## src/rtl/controlador_entradas_param.sv

```systemverilog
// Switch/button input controller: synchronises and debounces 2*WIDTH switches plus a
// load button, captures operands A/B on a load press and offers them on a valid/ready port.
`timescale 1ns/1ps
module controlador_entradas_param #(
  parameter int WIDTH       = 8,
  parameter int DEB_CYCLES  = 4,
  parameter int SYNC_STAGES = 2
) (
  input  logic               clk,
  input  logic               rst_n,
  input  logic [2*WIDTH-1:0] sw,
  input  logic               btn_load,
  input  logic               out_ready,
  output logic [WIDTH-1:0]   bin_a,
  output logic [WIDTH-1:0]   bin_b,
  output logic               out_valid,
  output logic               dropped,
  output logic [2*WIDTH-1:0] db_sw
);

  localparam int N  = 2*WIDTH + 1;
  localparam int CW = $clog2(DEB_CYCLES + 1);
  localparam logic [CW-1:0] CNT_LAST = CW'(DEB_CYCLES - 1);

  typedef enum logic {IDLE, VALID} state_t;

  logic [N-1:0]  raw;
  logic [N-1:0]  sync_q [SYNC_STAGES];
  logic [N-1:0]  synced;
  logic [CW-1:0] cnt_q  [N];
  logic [N-1:0]  db_q;
  logic          db_load;
  logic          db_load_q;
  logic          load_pulse;
  state_t        state_q, state_d;
  logic          capture;
  logic          drop_req;

  // The button rides in the top bit so it shares the switch synchroniser and debouncer.
  assign raw = {btn_load, sw};

  // NOTE: sequential state uses non-blocking assignments so every flop samples
  // pre-edge values; blocking here would collapse the synchroniser into one stage.
  always_ff @(posedge clk) begin
    if (!rst_n) begin
      for (int s = 0; s < SYNC_STAGES; s++) sync_q[s] <= '0;
    end else begin
      sync_q[0] <= raw;
      for (int s = 1; s < SYNC_STAGES; s++) sync_q[s] <= sync_q[s-1];
    end
  end

  assign synced = sync_q[SYNC_STAGES-1];

  // Per-line debounce: a level is accepted after DEB_CYCLES consecutive mismatching samples.
  always_ff @(posedge clk) begin
    if (!rst_n) begin
      for (int i = 0; i < N; i++) cnt_q[i] <= '0;
      db_q <= '0;
    end else begin
      for (int i = 0; i < N; i++) begin
        if (synced[i] == db_q[i]) begin
          cnt_q[i] <= '0;
        end else if (cnt_q[i] == CNT_LAST) begin
          db_q[i]  <= synced[i];
          cnt_q[i] <= '0;
        end else begin
          cnt_q[i] <= cnt_q[i] + 1'b1;
        end
      end
    end
  end

  assign db_sw   = db_q[2*WIDTH-1:0];
  assign db_load = db_q[N-1];

  always_ff @(posedge clk) begin
    if (!rst_n) db_load_q <= 1'b0;
    else        db_load_q <= db_load;
  end

  assign load_pulse = db_load & ~db_load_q;

  always_ff @(posedge clk) begin
    if (!rst_n) state_q <= IDLE;
    else        state_q <= state_d;
  end

  // NOTE: every combinational output gets a default first, so no path infers a latch.
  always_comb begin
    state_d = state_q;
    case (state_q)
      IDLE:  if (load_pulse) state_d = VALID;
      VALID: if (out_ready)  state_d = IDLE;
    endcase
  end

  always_comb begin
    out_valid = (state_q == VALID);
    capture   = (state_q == IDLE)  && load_pulse;
    drop_req  = (state_q == VALID) && load_pulse;
  end

  // Operands move only on a capture; a press while a capture is pending is flagged, not taken.
  always_ff @(posedge clk) begin
    if (!rst_n) begin
      bin_a   <= '0;
      bin_b   <= '0;
      dropped <= 1'b0;
    end else begin
      dropped <= drop_req;
      if (capture) begin
        bin_a <= db_sw[WIDTH-1:0];
        bin_b <= db_sw[2*WIDTH-1:WIDTH];
      end
    end
  end

endmodule

```

## config.mk

```make
export PLATFORM = sky130hd
export DESIGN_NAME = controlador_entradas_param
export DESIGN_NICKNAME = d
export VERILOG_FILES = /design/src/rtl/controlador_entradas_param.sv
export SDC_FILE = /design/constraint.sdc
export NUM_CORES = 1
export LEC_CHECK = 0
export BUFFER_PORTS_ARGS = -buffer_cell sky130_fd_sc_hd__buf_2
export CAP_MARGIN = 20
export CORE_MARGIN = 2
export CORE_UTILIZATION = 50
export DETAILED_ROUTE_END_ITERATION = 8
export PLACE_DENSITY = 0.69
export SYNTH_ARGS = -nofsm -noshare
export SYNTH_HDL_FRONTEND = slang
export SYNTH_SLANG_ARGS = --single-unit
```

## constraint.sdc

```tcl
create_clock -name clk -period 3.2 [get_ports clk]
set_input_delay 0.32 -clock clk [delete_from_list [all_inputs] [get_ports clk]]
set_output_delay 0.32 -clock clk [all_outputs]
set_load 0.005 [all_outputs]
```

==> summary.txt, run 1 <==
Status = finished clean
Mux cell area share after synthesis = 6.62%
Antenna violations before repair = 0
R2r setup slk = 1.74 ns
Core Box Area = 9730 um^2
VDD IR max = 0.417 mV
Initial Utilization = 51.3%
Worst R2R End = bin_a[7]$_SDFFE_PN0P_
Crit path DAT = 1.90 ns
Remaining antenna violation count = 0
# diodes = 0
First-pass GRT wire length = 12.8 mm
Clk buf depth = 2
NumNets Final = 565
Die W = 104 um
H-tree levels = 4
CTS tree = built
Inst Count DP = 617
Vias in the first global route = 2,974
Mapped Area = 4990 um^2
Leak pwr = 2.51 nW
Rows = 36
Placement Cell Area = 5450 um^2
Clock Tree Root = clkbuf_8
Via/cell ratio = 4.48
Netlist cell types = 21
Comb pwr share = 4.0%
Share of layout cells above drive strength 1 = 16.2%
All-layer global routing usage = 15.2%
Worst-path maximum fanout = 10
Die area = 10,800 um^2
Final core utilization = 62.5%
Max Slew Vio Count = 0
Die H = 104 um
Clk_skew = 0.00526 ns
Pwr per Cell Area = 579 nW/um^2
CP Class = flip-flop to flip-flop
RSZ-0062 raised after global routing = false
Fin area = 6080 um^2
Rel. slew slack = 57.4%
Nature of the critical path endpoint = flip-flop
Final Hold Fails = 0
Hold Path Origin = sw[1]
Worst R2R Start = db_q[16]$_SDFFE_PN0P_
DP HPWL = 5.05 mm
Via count = 2,941
Fin crit period = 1.46 ns
Clock Sinks = 121
WP data required = 3.64 ns
Fill cell total of the finished layout = 846
Total Wirelength = 7.25 mm
Fmax = 683 MHz
Clock-pin slew on the worst setup and hold paths = 0.05 ns
DRC violations left = 0
Area Overhead vs Synth = 21.8%
WHS = 0.0214 ns
Worst Tran Pin Value = 0.639 ns
Part of the power in registers = 47.8%
Initial DRC Count = 43
Simple-gate portion of the synthesized area = 17.6%
1st-pass router iterations = 4
Largest net degree at the start of global routing = 62
Top-level port count = 54
Hold crit path type = input port to flip-flop
Max-cap viol count = 0
Seq/Total Area, Yosys = 58.8%
Largest family of logic cells by synthesized area = simple AND/OR/NAND/NOR gates
Synth Instances = 408
XOR/XNOR Fraction of Synth Area = 2.98%
Clk pwr share = 48.2%
Global route overflow = 0
Psw = 0.000720 W
Hold path cells = 2
Synthesized-area fraction occupied by adder cells = 8.52%
Setup-failing EPs final = 0
Finished Layout Cells = 657
Synthesized area per cell = 12.2 um^2
Number of port buffers = 53
#FFs+latches synth = 121
Final setup TNS = 0 ns
Clk Latency, worst-skew pair = 0.51 ns
Switching share of power = 20.5%
Routed len/inst = 11.0 um
Crit start category = flip-flop
Synth Area in Compound Gates = 0.150%
Synth warnings = 0
Period Utilization, post-route = 45.7%
Placer Congestion = 0.708
Worst Reg-to-Reg Cells = 3
TritonCTS buffer count = 17
Cell Int Power = 0.00280 W
Hold EP = sync_q[0][1]$_SDFF_PN0_
[cell usage after synthesis]
master / count / share of area (%)
dfxtp_1: 70 / 28
edfxtp_1: 51 / 31
and2_1: 35 / 4.4
ha_1: 34 / 8.5
nor3_1: 34 / 3.4
mux2i_1: 33 / 6.6
nand2_1: 32 / 2.4
nor2b_1: 18 / 2.3
inv_1: 17 / 1.3
nand2b_1: 17 / 2.1
nor3b_1: 17 / 2.6
xnor2_1: 17 / 3.0
buf_4: 16 / 2.4
buf_2: 6 / 0.60
clkbuf_1: 5 / 0.38
and4b_1: 1 / 0.20
buf_12: 1 / 0.40
buf_6: 1 / 0.23
conb_1: 1 / 0.075
nor3b_2: 1 / 0.25
o21a_1: 1 / 0.15
[layer usage]
layer  vias up  track usage [%]  part of all wire, %
met1      1345             17.2                   44
met4         0             7.24                  2.0
met2        44             25.4                   50
li1       1538                -                    -
met5         -                0                    0
met3        14             5.70                  4.2
[registers in the layout, summed over array words and instances (netlist names)]
signal	cells
cnt_q	51
sync_q	34
db_q	17
bin_a	8
bin_b	8
db_load_q	1
dropped	1
out_valid	1
[power by group through the flow]
stage | Sequential (W) | Clock (W) | Combinational [W]
2_1_floorplan | 0.00171 | 0 | 0.000105
3_3_place_gp | 0.00171 | 0 | 0.000129
3_5_place_dp | 0.00171 | 0 | 0.000135
4_1_cts | 0.00168 | 0.00174 | 0.000143
5_1_grt | 0.00169 | 0.00181 | 0.000166
6_report | 0.00168 | 0.00170 | 0.000141
[timing repair]
action,4_1_cts,5_1_grt
hold endpoints to repair,8,0
gates resized for setup,0,0
setup buffers,0,0
hold buffers,8,0
[critical path: stages (launching register included)]
cell	delay (ns)
dfxtp_1	0.39
nor3b_4	0.56
buf_8	0.24
mux2i_1	0.19
[cell type report]
cell class	count	area, um^2	share of cell area (%)
inverters	17	63.8	1.05
well taps	133	166	2.74
clock buffers	25	505	8.32
flip-flops and latches	121	2930	48.3
clock inverters	7	40.0	0.659
repair buffers	63	380	6.26
multi-input cells	291	1990	32.7
[cells in the final DEF (no fill, tap or decap), types with 2 or more instances in the layout]
cell,Yosys,routed
clkinv_2,0,5
dfxtp_1,70,70
xnor2_1,17,17
clkinvlp_4,0,2
clkbuf_16,0,17
nor2b_1,18,18
nand2_1,32,32
conb_1,1,51
ha_1,34,34
edfxtp_1,51,51
clkbuf_1,5,3
clkbuf_8,0,5
buf_2,6,53
nand2b_1,17,17
inv_1,17,17
nor3b_1,17,17
nor3_1,34,34
dlygate4sd3_1,0,8
mux2i_1,33,33
and2_1,35,35
[per-stage QoR]
stage          setup slack, ns  total power (W)
2_1_floorplan             1.95          0.00181
3_3_place_gp              1.50          0.00184
3_5_place_dp              1.47          0.00185
4_1_cts                   1.70          0.00357
5_1_grt                   1.60          0.00366
6_report                  1.74          0.00352
[worst max path at each step]
stage	start	to	cells past startpoint
floorplan	cnt_q[0][0]$_SDFFCE_PN0P_	cnt_q[0][1]$_SDFFCE_PN0P_	4
global placement	db_q[16]$_SDFFE_PN0P_	bin_a[7]$_SDFFE_PN0P_	2
detailed placement	rst_n	cnt_q[14][1]$_SDFFCE_PN0P_	4
CTS	db_q[16]$_SDFFE_PN0P_	bin_a[7]$_SDFFE_PN0P_	3
global route	db_q[16]$_SDFFE_PN0P_	bin_b[2]$_SDFFE_PN0P_	3
finish	db_q[16]$_SDFFE_PN0P_	bin_a[7]$_SDFFE_PN0P_	3
[logic make-up after synthesis]
kind of cell	Yosys count
adders and majority gates	34
buffers and inverters	46
and+or+nand+nor	155
muxes	33
xor gates and xnor gates	17
DFF	121
AOI/OAI and AO/OA	1
other	1
No activity file was read; power rests on OpenSTA's default activity.
==> inputs of run 2 (changes only) <==
==> constraint.sdc (replaced) <==
create_clock -name clk -period 1.4 [get_ports clk]
set_input_delay 0.14 -clock clk [delete_from_list [all_inputs] [get_ports clk]]
set_output_delay 0.14 -clock clk [all_outputs]
set_load 0.005 [all_outputs]
==> summary.txt, run 2 (synthesis results as in run 1) <==
Die W = 104 um
Largest net degree at the start of global routing = 69
WHS = 0.133 ns
Hold Path Origin = rst_n
Inst Count DP = 619
Via count = 3,036
Max reg flops = 51
Placer Congestion = 0.692
VDD IR max = 0.965 mV
Fmax = 702 MHz
Routed len/inst = 11.3 um
Pwr per Cell Area = 1310 nW/um^2
Crit path DAT = 1.77 ns
Crit start category = flip-flop
RSZ-0062 raised after global routing = true
Number of port buffers = 53
Clock Tree Root = clkbuf_8
Most frequent cells in the layout = 70 x dfxtp_1, 53 x buf_2, 51 x edfxtp_1, 51 x conb_1, 35 x and2_1
Antenna violations before repair = 0
All-layer global routing usage = 14.5%
Max Slew Vio Count = 0
CP cell instances = ha_1, ha_1, nand2b_1, nor3_2
Total Wirelength = 7.66 mm
Clock-pin slew on the worst setup and hold paths = 0.05 ns
Clk Latency, worst-skew pair = 0.51 ns
Top-level port count = 54
Vias in the first global route = 2,918
Clk_skew = 0.00716 ns
CTS tree = built
Final setup margin = -0.0255 ns
Overall Power = 0.00865 W
Worst Reg-to-Reg Cells = 4
Worst-path maximum fanout = 3
Die area = 10,800 um^2
DRC violations left = 0
Critical Path Slowest Stage Cell = edfxtp_1
WP data required = 1.75 ns
Initial Utilization = 51.3%
Hold crit path type = input port to flip-flop
Max-cap viol count = 0
Commonest non-fill, non-tap cell in the layout = dfxtp_1
Fin crit period = 1.43 ns
Failing checks = negative setup slack
TritonCTS buffer count = 17
Hold path cells = 4
CP max stage delay = 0.41 ns
Period Utilization, post-route = 102%
Status = finished, violations left
Remaining antenna violation count = 0
Hold EP = bin_a[2]$_SDFFE_PN0P_
Leak pwr = 2.70 nW
Initial DRC Count = 47
Setup-failing EPs final = 5
Share of layout cells above drive strength 1 = 26.7%
Via/cell ratio = 4.47
Final setup TNS = -0.0364 ns
1st-pass router iterations = 4
CP most frequent cell = ha_1
Worst R2R Start = cnt_q[13][0]$_SDFFCE_PN0P_
# diodes = 0
H-tree levels = 4
Core Box Area = 9730 um^2
CP Class = flip-flop to flip-flop
Rows = 36
Clk buf depth = 2
Area Overhead vs Synth = 32.4%
Global route overflow = 0
Finished Layout Cells = 679
R2r setup slk = -0.03 ns
Largest Register = cnt_q
DP HPWL = 4.54 mm
Worst R2R End = cnt_q[13][0]$_SDFFCE_PN0P_
Final Hold Fails = 0
Die H = 104 um
First-pass GRT wire length = 12.2 mm
Clock Sinks = 121
NumNets Final = 587
Nature of the critical path endpoint = flip-flop
Biggest regs = cnt_q x51, sync_q x34, db_q x17
Setup WS pre-CTS = -0.00131 ns
run 2: metrics by stage:
| step | area (um^2) | util (%) |
|---|---|---|
| CTS | 6280 | 64.6 |
| floorplan | 5180 | - |
| detailed placement | 5470 | 56.2 |
| global route | 6610 | 67.9 |
| global placement | 5470 | 56.2 |
| finish | 6610 | 67.9 |
run 2: metal layers:
layer	share of wire (%)	GRT usage, %	up-vias
met3	3.7	5.33	13
li1	-	-	1575
met1	44	15.7	1393
met2	51	24.6	55
met5	0	0	-
met4	1.3	7.82	0
run 2: report_power, final:
group	switching [W]	internal [W]	total [W]
combinational	0.000216	0.000215	0.000431
clock	0.00150	0.00287	0.00437
sequential	0.0000500	0.00380	0.00385
run 2: repair_timing:
item,in CTS,in global routing
endpoints found under the setup margin,3,46
gates resized for setup,3,50
hold buffers,18,0
endpoints found under the hold margin,18,0
buffers inserted,0,10
cloned,0,0
pin swaps,0,3
run 2: how the worst max path moves through the flow:
stage / start / end / slack (ns) / cells after the start
final: cnt_q[13][0]$_SDFFCE_PN0P_ / cnt_q[13][0]$_SDFFCE_PN0P_ / -0.03 / 4
after global routing: cnt_q[16][0]$_SDFFCE_PN0P_ / cnt_q[16][0]$_SDFFCE_PN0P_ / -0.08 / 4
after CTS: cnt_q[10][0]$_SDFFCE_PN0P_ / cnt_q[10][1]$_SDFFCE_PN0P_ / -0.008 / 4
after detailed placement: cnt_q[7][0]$_SDFFCE_PN0P_ / cnt_q[7][1]$_SDFFCE_PN0P_ / -0.001 / 4
after global placement: cnt_q[3][0]$_SDFFCE_PN0P_ / cnt_q[3][1]$_SDFFCE_PN0P_ / 0.06 / 4
after floorplan: cnt_q[0][0]$_SDFFCE_PN0P_ / cnt_q[0][1]$_SDFFCE_PN0P_ / 0.15 / 4
run 2: cell type report:
type	count	area, um^2
Inverter	17	63.8
Multi-Input combinational cell	291	2250
Timing Repair Buffer	85	576
Tap cell	133	166
Fill cell	750	3120
Clock inverter	11	111
Clock buffer	21	503
Sequential cell	121	2930
run 2: worst max-delay path, delay by kind of cell (launching register included):
kind	cells	cell delay [ns]
adder cells (fa/ha/maj)	2	0.43
flip-flops	1	0.41
AND/OR/NAND/NOR	2	0.43
==> inputs of run 3 (changes only) <==
--- a/config.mk
+++ b/config.mk
@@ -9,6 +9,7 @@
 export CAP_MARGIN = 20
 export CORE_MARGIN = 2
 export CORE_UTILIZATION = 50
+export CTS_BUF_LIST = sky130_fd_sc_hd__clkbuf_4 sky130_fd_sc_hd__clkbuf_8 sky130_fd_sc_hd__clkbuf_16
 export DETAILED_ROUTE_END_ITERATION = 8
 export PLACE_DENSITY = 0.69
 export SYNTH_ARGS = -nofsm -noshare
==> constraint.sdc (replaced) <==
create_clock -name clk -period 1.5 [get_ports clk]
set_input_delay 0.15 -clock clk [delete_from_list [all_inputs] [get_ports clk]]
set_output_delay 0.15 -clock clk [all_outputs]
set_load 0.005 [all_outputs]
==> summary.txt, run 3 (synthesis results as in run 1) <==
1st-pass router iterations = 4
CP Class = flip-flop to flip-flop
Die H = 104 um
Fin crit period = 1.45 ns
Setup bufs post-CTS = 0
CP cell instances = ha_1, ha_1, nand2b_1, nor3_2
All-layer global routing usage = 14.4%
Clk Latency, worst-skew pair = 0.52 ns
Antenna violations before repair = 0
Fmax = 689 MHz
CP most frequent cell = ha_1
Initial DRC Count = 52
Switching share of power = 19.9%
Psw = 0.00159 W
Period Utilization, post-route = 96.8%
Largest net degree at the start of global routing = 69
Part of the power in registers = 44.8%
Clk buf depth = 2
Pwr per Cell Area = 1280 nW/um^2
Vias in the first global route = 2,866
RSZ-0062 raised after global routing = true
# diodes = 0
Cell Int Power = 0.00642 W
Nature of the critical path endpoint = flip-flop
Clk_skew = 0.0115 ns
Status = finished clean
Fill cell total of the finished layout = 799
WP data required = 1.84 ns
CTS tree = built
Comb pwr share = 4.0%
Fin area = 6270 um^2
Hold crit path type = input port to flip-flop
Remaining antenna violation count = 0
Share of layout cells above drive strength 1 = 16.6%
VDD IR max = 0.865 mV
Die area = 10,800 um^2
R2r setup slk = 0.05 ns
Largest Register = cnt_q
Worst path bufs/invs = 0
Routed len/inst = 10.4 um
Setup WS pre-CTS = 0.101 ns
First-pass GRT wire length = 12.2 mm
Via/cell ratio = 4.40
H-tree levels = 4
Global route overflow = 0
DRC violations left = 0
Rows = 36
Critical Path Slowest Stage Cell = edfxtp_1
Via count = 2,941
TritonCTS buffer count = 17
Top-level port count = 54
Overall Power = 0.00801 W
Worst-path maximum fanout = 3
Max reg flops = 51
Number of port buffers = 53
Area Overhead vs Synth = 25.6%
Crit path DAT = 1.80 ns
Setup-failing EPs final = 0
Final setup margin = 0.0485 ns
Initial Utilization = 51.3%
Biggest regs = cnt_q x51, sync_q x34, db_q x17
Placement Cell Area = 5470 um^2
WHS = 0.133 ns
Crit start category = flip-flop
Total Wirelength = 6.94 mm
Placer Congestion = 0.692
Clock Sinks = 121
Clock-pin slew on the worst setup and hold paths = 0.06 ns
Core Box Area = 9730 um^2
Die W = 104 um
Commonest non-fill, non-tap cell in the layout = dfxtp_1
Most frequent cells in the layout = 70 x dfxtp_1, 53 x buf_2, 51 x edfxtp_1, 51 x conb_1, 35 x and2_1
Final Hold Fails = 0
Max-cap viol count = 0
Leak pwr = 2.59 nW
Cell family with most CP delay = adder cells
Clock Tree Root = clkbuf_8
CP max stage delay = 0.42 ns
NumNets Final = 577
Clk pwr share = 51.2%
DP HPWL = 4.54 mm
Max Slew Vio Count = 0
[run 3: cell count changes in the layout (fill, tap and decap cells not counted), sizes merged]
cell | previous run | this run
buf | 67 | 57
clkbuf | 21 | 18
clkinv | 6 | 8
bufinv | 2 | 4
inv | 18 | 17
[run 3: final cells by class]
type	instances	area (um^2)	area share, %
clock buffer	18	428	6.83
clock inverter	14	179	2.85
inverter	17	63.8	1.02
multi-input combinational	291	2000	31.9
sequential	121	2930	46.8
tap	133	166	2.65
timing repair buffer	75	500	7.98
[run 3: path summary, 6_finish.rpt]
path / cells past startpoint / endpoint / startpoint
worst max register to register: 4 / cnt_q[2][0]$_SDFFCE_PN0P_ / cnt_q[2][0]$_SDFFCE_PN0P_
worst max-delay path: 4 / cnt_q[2][0]$_SDFFCE_PN0P_ / cnt_q[2][0]$_SDFFCE_PN0P_
worst min-delay path: 3 / db_q[16]$_SDFFE_PN0P_ / rst_n
worst min register to register: 1 / sync_q[0][29]$_SDFF_PN0_ / sync_q[0][12]$_SDFF_PN0_
[run 3: routing by layer]
metal | part of all wire (%) | routed length [um] | track usage (%)
met5 | 0 | 0 | 0
met4 | 2.1 | 148 | 7.24
met3 | 3.9 | 273 | 5.76
met2 | 48 | 3330 | 24.2
met1 | 46 | 3190 | 15.9
[run 3: timing repair]
item	in CTS	in global routing
setup endpoints to repair	0	2
hold endpoints to repair	18	0
hold buffers	18	0
resized for setup	0	2
[run 3: worst reg2reg max path: cells and delay by family (launching register included)]
kind	cells	cell delay, ns
DFF	1	0.42
and+or+nand+nor	2	0.41
adders and majority gates	2	0.45
[run 3: per-stage QoR]
step	TNS [ns]	cells	utilization [%]
finish	0	669	64.4
global route	-0.0190	669	64.4
CTS	0	669	64.3
detailed placement	0	619	56.2
global placement	0	619	56.2
floorplan	0	458	-
[run 3: power groups by stage]
stage | Sequential (W) | Combinational [W] | Clock [W]
final | 0.00359 | 0.000323 | 0.00410
after global routing | 0.00360 | 0.000376 | 0.00436
after CTS | 0.00359 | 0.000324 | 0.00422
after detailed placement | 0.00366 | 0.000286 | 0
after global placement | 0.00365 | 0.000274 | 0
after floorplan | 0.00364 | 0.000223 | 0
